<file path="src/rtl/counter_pkg.sv">
// Shared constants for the modulus counter: run modes and one-shot states.
package counter_pkg;

  localparam logic [1:0] MODE_WRAP    = 2'b00;
  localparam logic [1:0] MODE_SAT     = 2'b01;
  localparam logic [1:0] MODE_ONESHOT = 2'b10;

  typedef enum logic {
    ST_RUN  = 1'b0,
    ST_DONE = 1'b1
  } os_state_e;

endpackage

</file>
<file path="src/rtl/prescale_tick_sefunmi.sv">
// Enable prescaler: emits a one-cycle tick on every PRESCALE-th enabled cycle.
module prescale_tick_sefunmi #(
  parameter int PRESCALE = 1
) (
  input  logic clk_i,
  input  logic clear_i,
  input  logic restart_i,
  input  logic enable_i,
  output logic tick_o
);

  localparam int PW = (PRESCALE > 1) ? $clog2(PRESCALE) : 1;
  localparam logic [PW-1:0] LAST = PW'(PRESCALE - 1);

  logic [PW-1:0] cnt_q, cnt_d;

  assign tick_o = enable_i && (cnt_q == LAST);

  always_comb begin
    cnt_d = cnt_q;
    if (restart_i) begin
      cnt_d = '0;
    end else if (enable_i) begin
      cnt_d = tick_o ? '0 : cnt_q + PW'(1);
    end
  end

  always_ff @(posedge clk_i) begin
    if (clear_i) begin
      cnt_q <= '0;
    end else begin
      cnt_q <= cnt_d;
    end
  end

endmodule

</file>
<file path="src/rtl/counter_mod_sefunmi.sv">
// Modulus counter with direction, load, prescaler and wrap/saturate/one-shot modes.
module counter_mod_sefunmi
  import counter_pkg::*;
#(
  parameter int WIDTH    = 9,
  parameter int PRESCALE = 1
) (
  input  logic             clk,
  input  logic             clear,
  input  logic             enable,
  input  logic             load,
  input  logic [WIDTH-1:0] load_val,
  input  logic             up,
  input  logic [WIDTH-1:0] limit,
  input  logic [1:0]       mode,
  output logic [WIDTH-1:0] count,
  output logic             tc,
  output logic             done
);

  logic [WIDTH-1:0] cnt_q, cnt_d;
  logic             tc_q, tc_d;
  os_state_e        st_q, st_d;
  logic             tick, freeze;
  logic             m_wrap, m_sat, m_os;
  logic [WIDTH:0]   inc;

  always_comb begin
    m_wrap = 1'b0;
    m_sat  = 1'b0;
    m_os   = 1'b0;
    unique case (1'b1)
      (mode == MODE_SAT):     m_sat  = 1'b1;
      (mode == MODE_ONESHOT): m_os   = 1'b1;
      default:                m_wrap = 1'b1;
    endcase
  end

  assign freeze = m_os && (st_q == ST_DONE);
  assign inc    = {1'b0, cnt_q} + (WIDTH+1)'(1);

  prescale_tick_sefunmi #(
    .PRESCALE (PRESCALE)
  ) u_pre (
    .clk_i     (clk),
    .clear_i   (clear),
    .restart_i (load),
    .enable_i  (enable && !freeze),
    .tick_o    (tick)
  );

  always_comb begin
    cnt_d = cnt_q;
    tc_d  = 1'b0;
    st_d  = m_os ? st_q : ST_RUN;
    if (load) begin
      cnt_d = (load_val > limit) ? limit : load_val;
      st_d  = ST_RUN;
    end else if (tick) begin
      if (limit == '0) begin
        cnt_d = '0;
        tc_d  = !m_sat;
      end else if (up) begin
        if (cnt_q >= limit) begin
          // covers a limit lowered below the current count
          cnt_d = m_wrap ? '0 : limit;
          tc_d  = m_wrap;
        end else begin
          cnt_d = inc[WIDTH-1:0];
          tc_d  = !m_wrap && (inc == {1'b0, limit});
        end
      end else begin
        if (cnt_q == '0) begin
          cnt_d = m_wrap ? limit : '0;
          tc_d  = m_wrap;
        end else begin
          cnt_d = cnt_q - WIDTH'(1);
          tc_d  = !m_wrap && (cnt_q == WIDTH'(1));
        end
      end
      if (m_os && tc_d) st_d = ST_DONE;
    end
  end

  always_ff @(posedge clk) begin
    if (clear) begin
      cnt_q <= '0;
      tc_q  <= 1'b0;
      st_q  <= ST_RUN;
    end else begin
      cnt_q <= cnt_d;
      tc_q  <= tc_d;
      st_q  <= st_d;
    end
  end

  assign count = cnt_q;
  assign tc    = tc_q;
  assign done  = (st_q == ST_DONE);

endmodule

</file>
<file path="config.mk">
export PLATFORM = sky130hd
export DESIGN_NAME = counter_mod_sefunmi
export DESIGN_NICKNAME = d
export VERILOG_FILES = /design/src/rtl/counter_pkg.sv /design/src/rtl/prescale_tick_sefunmi.sv /design/src/rtl/counter_mod_sefunmi.sv
export SDC_FILE = /design/constraint.sdc
export NUM_CORES = 1
export LEC_CHECK = 0
export BUFFER_PORTS_ARGS = -buffer_cell sky130_fd_sc_hd__buf_2
export CAP_MARGIN = 20
export CORE_ASPECT_RATIO = 0.5
export CORE_MARGIN = 2
export CORE_UTILIZATION = 45
export CTS_CLUSTER_SIZE = 20
export DETAILED_ROUTE_END_ITERATION = 7
export GPL_TIMING_DRIVEN = 1
export HOLD_SLACK_MARGIN = 0.06
export PLACE_DENSITY = 0.76
export SLEW_MARGIN = 40
export SYNTH_ARGS = -nofsm -noshare
export SYNTH_HDL_FRONTEND = slang
export SYNTH_SLANG_ARGS = --single-unit
</file>
<file path="constraint.sdc">
create_clock -name clk -period 3.5 [get_ports clk]
set_clock_uncertainty 0.1 [all_clocks]
set_input_delay 0.7 -clock clk [delete_from_list [all_inputs] [get_ports clk]]
set_output_delay 0.7 -clock clk [all_outputs]
set_load 0.02 [all_outputs]
</file>
Yosys cells after proc, flatten, opt, wreduce, memory -nomap -nowiden
Cells that the tools add are included.
W data, S select, Z words.
{"block": "totals", "regBits": 12, "input_bits": 25, "output_inout_bits": 11, "elab_cells": 51}
{"block": "op_classes", "addsub": 3, "magnitude_cmp": 2, "n_eq_ne": 4, "mux": 22, "bitwise_logic": 2, "n_reduce_logical": 14}
{"operator": "$mux W9", "n": 9}
{"operator": "$logic_not A9 Y1", "n": 2}
{"operator": "$mux W1", "n": 13}
{"operator": "$add A9 B1 Y10 const B", "n": 1}
{"operator": "$eq A10 B9 Y1", "n": 1}
{"operator": "$eq A9 B1 Y1 const B", "n": 1}
{"operator": "$ge A9 B9 Y1", "n": 1}
{"operator": "$gt A9 B9 Y1", "n": 1}
{"operator": "$sub A9 B1 Y9 const B", "n": 1}
{"operator": "$logic_and A1 B1 Y1", "n": 6}
{"operator": "$reduce_or A2 Y1", "n": 2}
{"operator": "$reduce_or A3 Y1", "n": 1}
{"operator": "$eq A2 B1 Y1 const B", "n": 1}
{"operator": "$eq A2 B2 Y1 const B", "n": 1}
{"operator": "$logic_not A1 Y1", "n": 2}
{"operator": "$not A1 Y1", "n": 2}
{"operator": "$reduce_bool A2 Y1", "n": 1}
{"operator": "$add A1 B1 Y1 const B", "n": 1}

Longest topological paths before layout
Gate-level depths: netlist of the first run.
{"block": "depth", "word_depth": 11, "depth_mapped": 9, "ltp_nobuf": 8}

Cells and area by module
From an unflattened synthesis of the first run, not the netlist that was laid out.
{"block": "unflattened", "cells_unflattened": 288, "hier_area_um2": 2094.5}
{"mod": "counter_mod_sefunmi", "instances": 1, "cells_per_inst": 285, "area_each_um2": 2053.2, "seq_area_each_um2": 220.2}
{"mod": "prescale_tick_sefunmi", "instances": 1, "cells_per_inst": 3, "area_each_um2": 41.3, "seq_area_each_um2": 20.0}

Worst setup path before layout of the first run
No wires, ideal clock.
{"block": "synth_path", "path_kind": "input -> register", "from": "input limit[4]", "to": "register cnt_q[3] (netlist: count[3])", "setup_time_ns": 0.124, "arrival_time_ns": 2.568, "required_time_ns": 3.276, "slack_ns": 0.708, "cell_stages": 8, "n_path_buf": 0, "cell_sequence": "inv_1 ha_1 a2111oi_0 nand3_1 o211ai_2 mux2_2 a21oi_1 a211oi_2"}
{"block": "synth_via", "elab_chain_len": 6, "elab_cells_between_ends": 9, "classes_between": "2 x order compare; 6 x mux; 1 x reduce/logical"}
{"element": "start, declared", "line": "counter_mod_sefunmi.sv:14", "rtl": "input logic [WIDTH-1:0] limit,"}
{"element": "$ge A9 B9 Y1", "line": "counter_mod_sefunmi.sv:64", "rtl": "if (cnt_q >= limit) begin"}
{"element": "$mux W9", "line": "counter_mod_sefunmi.sv:64"}
{"element": "$mux W9", "line": "counter_mod_sefunmi.sv:63", "rtl": "end else if (up) begin"}
{"element": "$mux W9", "line": "counter_mod_sefunmi.sv:60", "rtl": "if (limit == '0) begin"}
{"element": "$mux W9", "line": "counter_mod_sefunmi.sv:59", "rtl": "end else if (tick) begin"}
{"element": "$mux W9 *", "line": "counter_mod_sefunmi.sv:56", "rtl": "if (load) begin"}
{"element": "end signal, assigned", "line": "counter_mod_sefunmi.sv:91", "rtl": "cnt_q <= cnt_d;"}
{"element": "end, declared", "line": "counter_mod_sefunmi.sv:21", "rtl": "logic [WIDTH-1:0] cnt_q, cnt_d;"}
Every way passes the cells marked *; elsewhere a longest branch is shown, timed or not. The select of a mux whose other input is x is not followed.
A chain may end at the register's enable or synchronous reset.

Worst setup path in the final report of the first run
{"block": "layout_path", "from": "register cnt_q[0] (netlist: count[0])", "to": "register cnt_q[3] (netlist: count[3])"}
{"block": "layout_via", "elab_chain_len": 6, "elab_cells_between_ends": 10, "classes_between": "2 x add/sub; 1 x order compare; 6 x mux; 1 x reduce/logical"}
{"element": "$sub A9 B1 Y9, or another cell as far along", "line": "counter_mod_sefunmi.sv:77", "rtl": "cnt_d = cnt_q - WIDTH'(1);"}
{"element": "$mux W9 (on tied branches)", "line": "counter_mod_sefunmi.sv:73, counter_mod_sefunmi.sv:64"}
{"element": "$mux W9 *", "line": "counter_mod_sefunmi.sv:63"}
{"element": "$mux W9 *", "line": "counter_mod_sefunmi.sv:60"}
{"element": "$mux W9 *", "line": "counter_mod_sefunmi.sv:59"}
{"element": "$mux W9 *", "line": "counter_mod_sefunmi.sv:56"}
Marks and branches as above.

==> impl_results.md, run 1 <==
- Worst EP arrival: slightly above 3 ns
- Status: finished, final reports clean
- Global route overflow: 0
- Slew @ Worst Pin: 0.565 ns
- Vias after detailed routing: 2221
- HP Class: flip-flop to flip-flop
- CP top delay family: simple AND/OR/NAND/NOR gates
- IO Port Bufs: 35
- Syn nets: 310
- I/O Pins: 36
- Drt first pass iters: 5
- First-pass GRT wire length: 10800 µm
- Vias per inst: 6.36
- Clock Root Buffer: clkbuf_8
- Antenna Nets Post-Route: 0
- Post-synth top area share: roughly 14%
- Core Box Area: 0.00436 mm²
- Fillers: 424
- Footprint of the multi-input gates: ~0.0016 mm²
- Final setup fails: 0
- Post-Layout Inst Area: 0.00224 mm²
- EDFF count, synth: 0
- Synth unique cells: 57
- Final Max Tran Viols: 0
- Initial antenna violation count: 0
- CTS tree: yes
- Hold buffer count at CTS: 0
- Initial Utilization: 46.3%
- Hpwl dp: 5180 µm
- Main synth FF type: dfxtp_1
- Post-Syn Instances: between 200 and 300
- Setup crit start kind: flip-flop
- Sequential fraction of the synthesis area: about an eighth
- Total track usage: between 20% and 30%
- Residual DRC count: 0
- Height of the die: 51.3 µm
- Maxcap violations: 0
- Commonest cells in the netlist: ha_1 (23), nor2_1 (23), inv_1 (19)
- Largest net degree at the start of global routing: 20
- Fin. Hold Viols: 0
- Storage cell area: 240 µm²
- Diodes inserted: 0
- Chip Width: 98.7 µm
- Placement Cell Area: about 0.0022 mm²
- Syn-to-layout area delta: 11.1%
- Buf/Inv on CP: 1
- Post-CTS Resized: 0
- Crit-path cells: inv_1 > ha_1 > or3b_1 > nor4_4 > and3_1 > o31ai_1 > a311o_1 > a211oi_2
- Row count: 17
- Relative slew slack: 62.1%
- Vias in the first global route: 2090
- DRT iter0 DRCs: 244
- PwrDens: 330 mW/mm²
- Minimum clock period: about 3.0 ns
- Req. time, crit path: 3.57 ns
- Average routed wire per standard cell: 19.1 µm
- Synth top area cells: ha_1 (14%), dfxtp_1 (12%), nor2_1 (4.3%)
- Worst Setup End Kind: flip-flop
- Layout net count: 342
- Slowest cell on crit path: nor4_4
- Mapped cell area: 0.00202 mm²
- Share of layout cells above drive strength 1: 20.2%
- RSZ-0062 raised after global routing: no
- Die area: 0.00507 mm²
- Crit path kind: flip-flop to flip-flop
- CTS Buf Count: 3
- Fmax: ~340 MHz
- Placer congestion estimate: 0.969
- Ys Warns: 0
- Yosys reg bits: 12
- Postcts setup bufs: 0
- Clock Sinks: 12
- Clock slew at reported path FFs: 0.07 ns
- Worst-skew pair later-pin latency: around 0.26 ns
- CTS Buffer Depth: 2
- Peak supply drop: about 0.11 mV
- Worst stage delay on the critical path: 0.55 ns
- Final wirelength: 6680 µm
- H-tree levels: 1
- Leak: 1.01 nW
- Crit-path max FO: 9
- Crit share post-route: a little over four fifths
- Sum of negative setup slack: 0 ns
- Share of synthesized registers carrying an async set or reset: 0%
- Area leader, netlist: ha_1
- Mean area per synthesized cell: 7.70 µm²
## cell usage in the layout (no fill, tap or decap), types with 3 or more instances in the layout
master,netlist,final
o21ai_0,17,17
nand4_1,3,3
nor3_1,12,11
ha_1,23,23
buf_2,1,35
a31oi_1,3,3
mux2_2,3,3
or3_1,4,4
o311a_1,3,3
clkbuf_8,4,3
nor2_1,23,23
a2bb2oi_1,3,3
o31ai_1,7,7
a311oi_1,3,3
a211o_1,3,3
nor4_1,3,3
inv_1,19,19
xor2_1,8,8
nand2b_1,5,5
nand3_1,9,9
a211oi_1,7,7
dfxtp_1,12,12
mux2i_1,7,7
a21oi_1,14,14
xnor2_1,6,6
nand2_1,14,14
buf_4,1,8
## kinds of logic after synthesis
logic type	Yosys count	synth area share (%)
and+or+nand+nor	84	21.5
AOI/OAI and AO/OA	82	28.9
buffers and inverters	35	9.92
adders and majority gates	23	14.3
xor gates and xnor gates	16	8.31
DFF	12	11.9
muxes	10	5.15
## where the power goes
group          switching (mW)  leakage [nW]  internal (mW)  total, mW
Clock                  0.0634        0.0216         0.0765      0.140
Combinational           0.245         0.889          0.171      0.416
Sequential             0.0335        0.0990          0.150      0.183
## cell type report
class | instances | area share, %
Clock buffer | 3 | 1.84
Inverter | 19 | 3.18
Multi-Input combinational cell | 215 | 70.6
Sequential cell | 12 | 10.7
Tap cell | 57 | 3.18
Timing Repair Buffer | 43 | 10.5
## registers in the layout, indices dropped and copies added (netlist names)
register / flops
count: 9
done: 1
tc: 1
u_pre.cnt_q: 1
## through the flow
stage / hold slack, ns / instances / utilization [%] / power [mW] / setup slack [ns]
global route: 0.421 / 349 / 51.4 / 0.784 / 0.407
CTS: 0.372 / 349 / 51.3 / 0.729 / 0.580
finish: 0.369 / 349 / 51.4 / 0.739 / 0.532
detailed placement: 0.359 / 346 / 50.3 / 0.586 / 0.478
floorplan: 0.333 / 262 / - / 0.475 / 0.708
global placement: 0.346 / 346 / 50.3 / 0.580 / 0.603
## routing by layer
| layer | up-vias | GRT usage [%] | share of wire [%] |
|---|---|---|---|
| met1 | 1007 | 39.8 | 45 |
| met4 | 0 | 8.22 | 1.9 |
| met3 | 17 | 5.61 | 13 |
| met2 | 151 | 40.0 | 40 |
| met5 | - | 0 | 0 |
| li1 | 1046 | - | - |
## worst paths after layout
kind / to / slack (ns) / from / cells after the start
max: count[3] / 0.53 / count[0] / 8
min: u_pre.cnt_q / 0.37 / u_pre.cnt_q / 2
max reg2reg: count[3] / 0.53 / count[0] / 8
min reg2reg: u_pre.cnt_q / 0.37 / u_pre.cnt_q / 2
## worst register-to-register path, stage by stage (launching register included)
cell	delay (ns)
dfxtp_1	0.43
inv_1	0.17
ha_1	0.27
or3b_1	0.53
nor4_4	0.55
and3_1	0.25
o31ai_1	0.07
a311o_1	0.31
a211oi_2	0.21
Note: power is estimated with default switching activity, not from simulation.
==> inputs of run 2 (changes only) <==
- PLACE_DENSITY: 0.76 -> 0.78
- clock period: 3.5 -> 2.4 ns (I/O delays scaled with it)
==> impl_results.md, run 2 (synthesis gave the netlist of run 1 again) <==
- Status: finished, final reports clean
- Worst stage delay on the critical path: 0.46 ns
- Setup crit start kind: flip-flop
- Worst Setup End Kind: flip-flop
- Maxcap violations: 0
- H-tree levels: 1
- First-pass GRT wire length: between 10000 and 15000 µm
- Final wirelength: 7410 µm
- Crit share post-route: between 90% and 100%
- Sum of negative setup slack: 0 ns
- Minimum clock period: 2.36 ns
- Hpwl dp: 5880 µm
- Vias in the first global route: 2232
- Placer congestion estimate: 1.03
- CP top delay family: simple AND/OR/NAND/NOR gates
- Req. time, crit path: 2.44 ns
- Crit path kind: flip-flop to flip-flop
- Relative slew slack: 49.7%
- Share of layout cells above drive strength 1: around a third
- Initial antenna violation count: 0
- IO Port Bufs: 35
- Initial Utilization: 46.3%
- PwrDens: 478 mW/mm²
- FF-to-FF setup slack: 0.04 ns
- Buf/Inv on CP: 2
- Most frequent cells in the layout: buf_4 (43), buf_2 (34), nor2_1 (23)
- Layout net count: 380
- Post-place setup slack: -0.305 ns
- Final Max Tran Viols: 0
- Worst-skew pair later-pin latency: between 0.2 and 0.3 ns
- Clock Sinks: 12
- Global route overflow: 0
- Peak supply drop: 0.240 mV
- CTS Buffer Depth: 2
- Crit-path cells: buf_4 > or3_1 > nor4_4 > buf_6 > nor2_1 > a31oi_1 > a21oi_1 > a221o_1
- Power Total: 1.28 mW
- Post-layout util: 61.4%
- Clock slew at reported path FFs: approximately 0.070 ns
- Worst EP arrival: 2.40 ns
- Total track usage: 29.8%
- Drt first pass iters: 5
- Slowest cell on crit path: or3_1
- Average routed wire per standard cell: 19.1 µm
- Leak: 1.23 nW
- Hold buffer count at CTS: 0
- Clock Root Buffer: clkbuf_8
- Fmax: between 400 and 500 MHz
- Height of the die: 51.3 µm
- Storage cell area: ~250 µm²
- Diodes inserted: 0
- Crit-path max FO: 9
- CTS tree: yes
- Chip Width: between 90 and 100 µm
- Commonest non-fill, non-tap cell in the layout: buf_4
- Residual DRC count: 0
- Worst setup margin: 0.0410 ns
- Syn-to-layout area delta: 32.8%
- Core Box Area: ~0.0044 mm²
- Footprint of the multi-input gates: 0.00168 mm²
- DRT iter0 DRCs: 276
- Max reg flops: 9
- Die area: 0.00507 mm²
- Vias per inst: slightly above 6
- Slew @ Worst Pin: 0.749 ns
- I/O Pins: 36
- Fin. Hold Viols: 0
- Vias after detailed routing: 2418
- HP Class: flip-flop to flip-flop
- RSZ-0062 raised after global routing: yes
- Fillers: slightly below 400
- Final setup fails: 0
- CTS Buf Count: 3
- Row count: 17
- Largest net degree at the start of global routing: 20
- Antenna Nets Post-Route: 0
-- run 2: power by group --
group / switching, mW / internal (mW) / leakage, nW
sequential: 0.0225 / 0.220 / 0.100
clock: 0.0975 / 0.146 / 0.0288
combinational: 0.433 / 0.363 / 1.10
-- run 2: area by class of cell --
class	instances	share of cell area, %
multi-input combinational	215	62.8
timing repair buffer	81	20.2
sequential	12	9.25
inverter	19	2.99
tap	57	2.66
clock buffer	4	2.06
-- run 2: final timing paths --
path,start,to,depth (start not counted)
setup / recovery,count[6],count[0],8
hold / removal,u_pre.cnt_q,u_pre.cnt_q,2
hold reg to reg,u_pre.cnt_q,u_pre.cnt_q,2
setup reg to reg,count[6],count[0],8
-- run 2: metal layers --
layer / up-vias / global-route usage [%] / routed length [µm] / share of wire (%)
met5: - / 0 / 0 / 0
met4: 0 / 2.97 / 113 / 1.5
met3: 18 / 8.48 / 934 / 13
met2: 157 / 47.2 / 3110 / 42
met1: 1126 / 42.0 / 3250 / 44
li1: 1117 / - / - / -
-- run 2: through the flow --
stage | area (µm²) | hold slack (ns) | instances
4_1_cts | 2580 | 0.366 | 385
3_3_place_gp | 2520 | 0.348 | 381
6_report | 2680 | 0.366 | 388
5_1_grt | 2680 | 0.396 | 388
3_5_place_dp | 2520 | 0.361 | 381
2_1_floorplan | 2080 | 0.333 | 262
-- run 2: what timing repair did --
| item | in CTS | in global routing |
|---|---|---|
| buffers inserted | 0 | 3 |
| gates resized for setup | 2 | 16 |
| pin swaps | 1 | 6 |
| endpoints found under the setup margin | 4 | 8 |
-- run 2: worst min-delay path, stage by stage, from the launching register on --
cell and delay [ns]:
dfxtp_1 0.30, inv_1 0.07, nor4_1 0.05
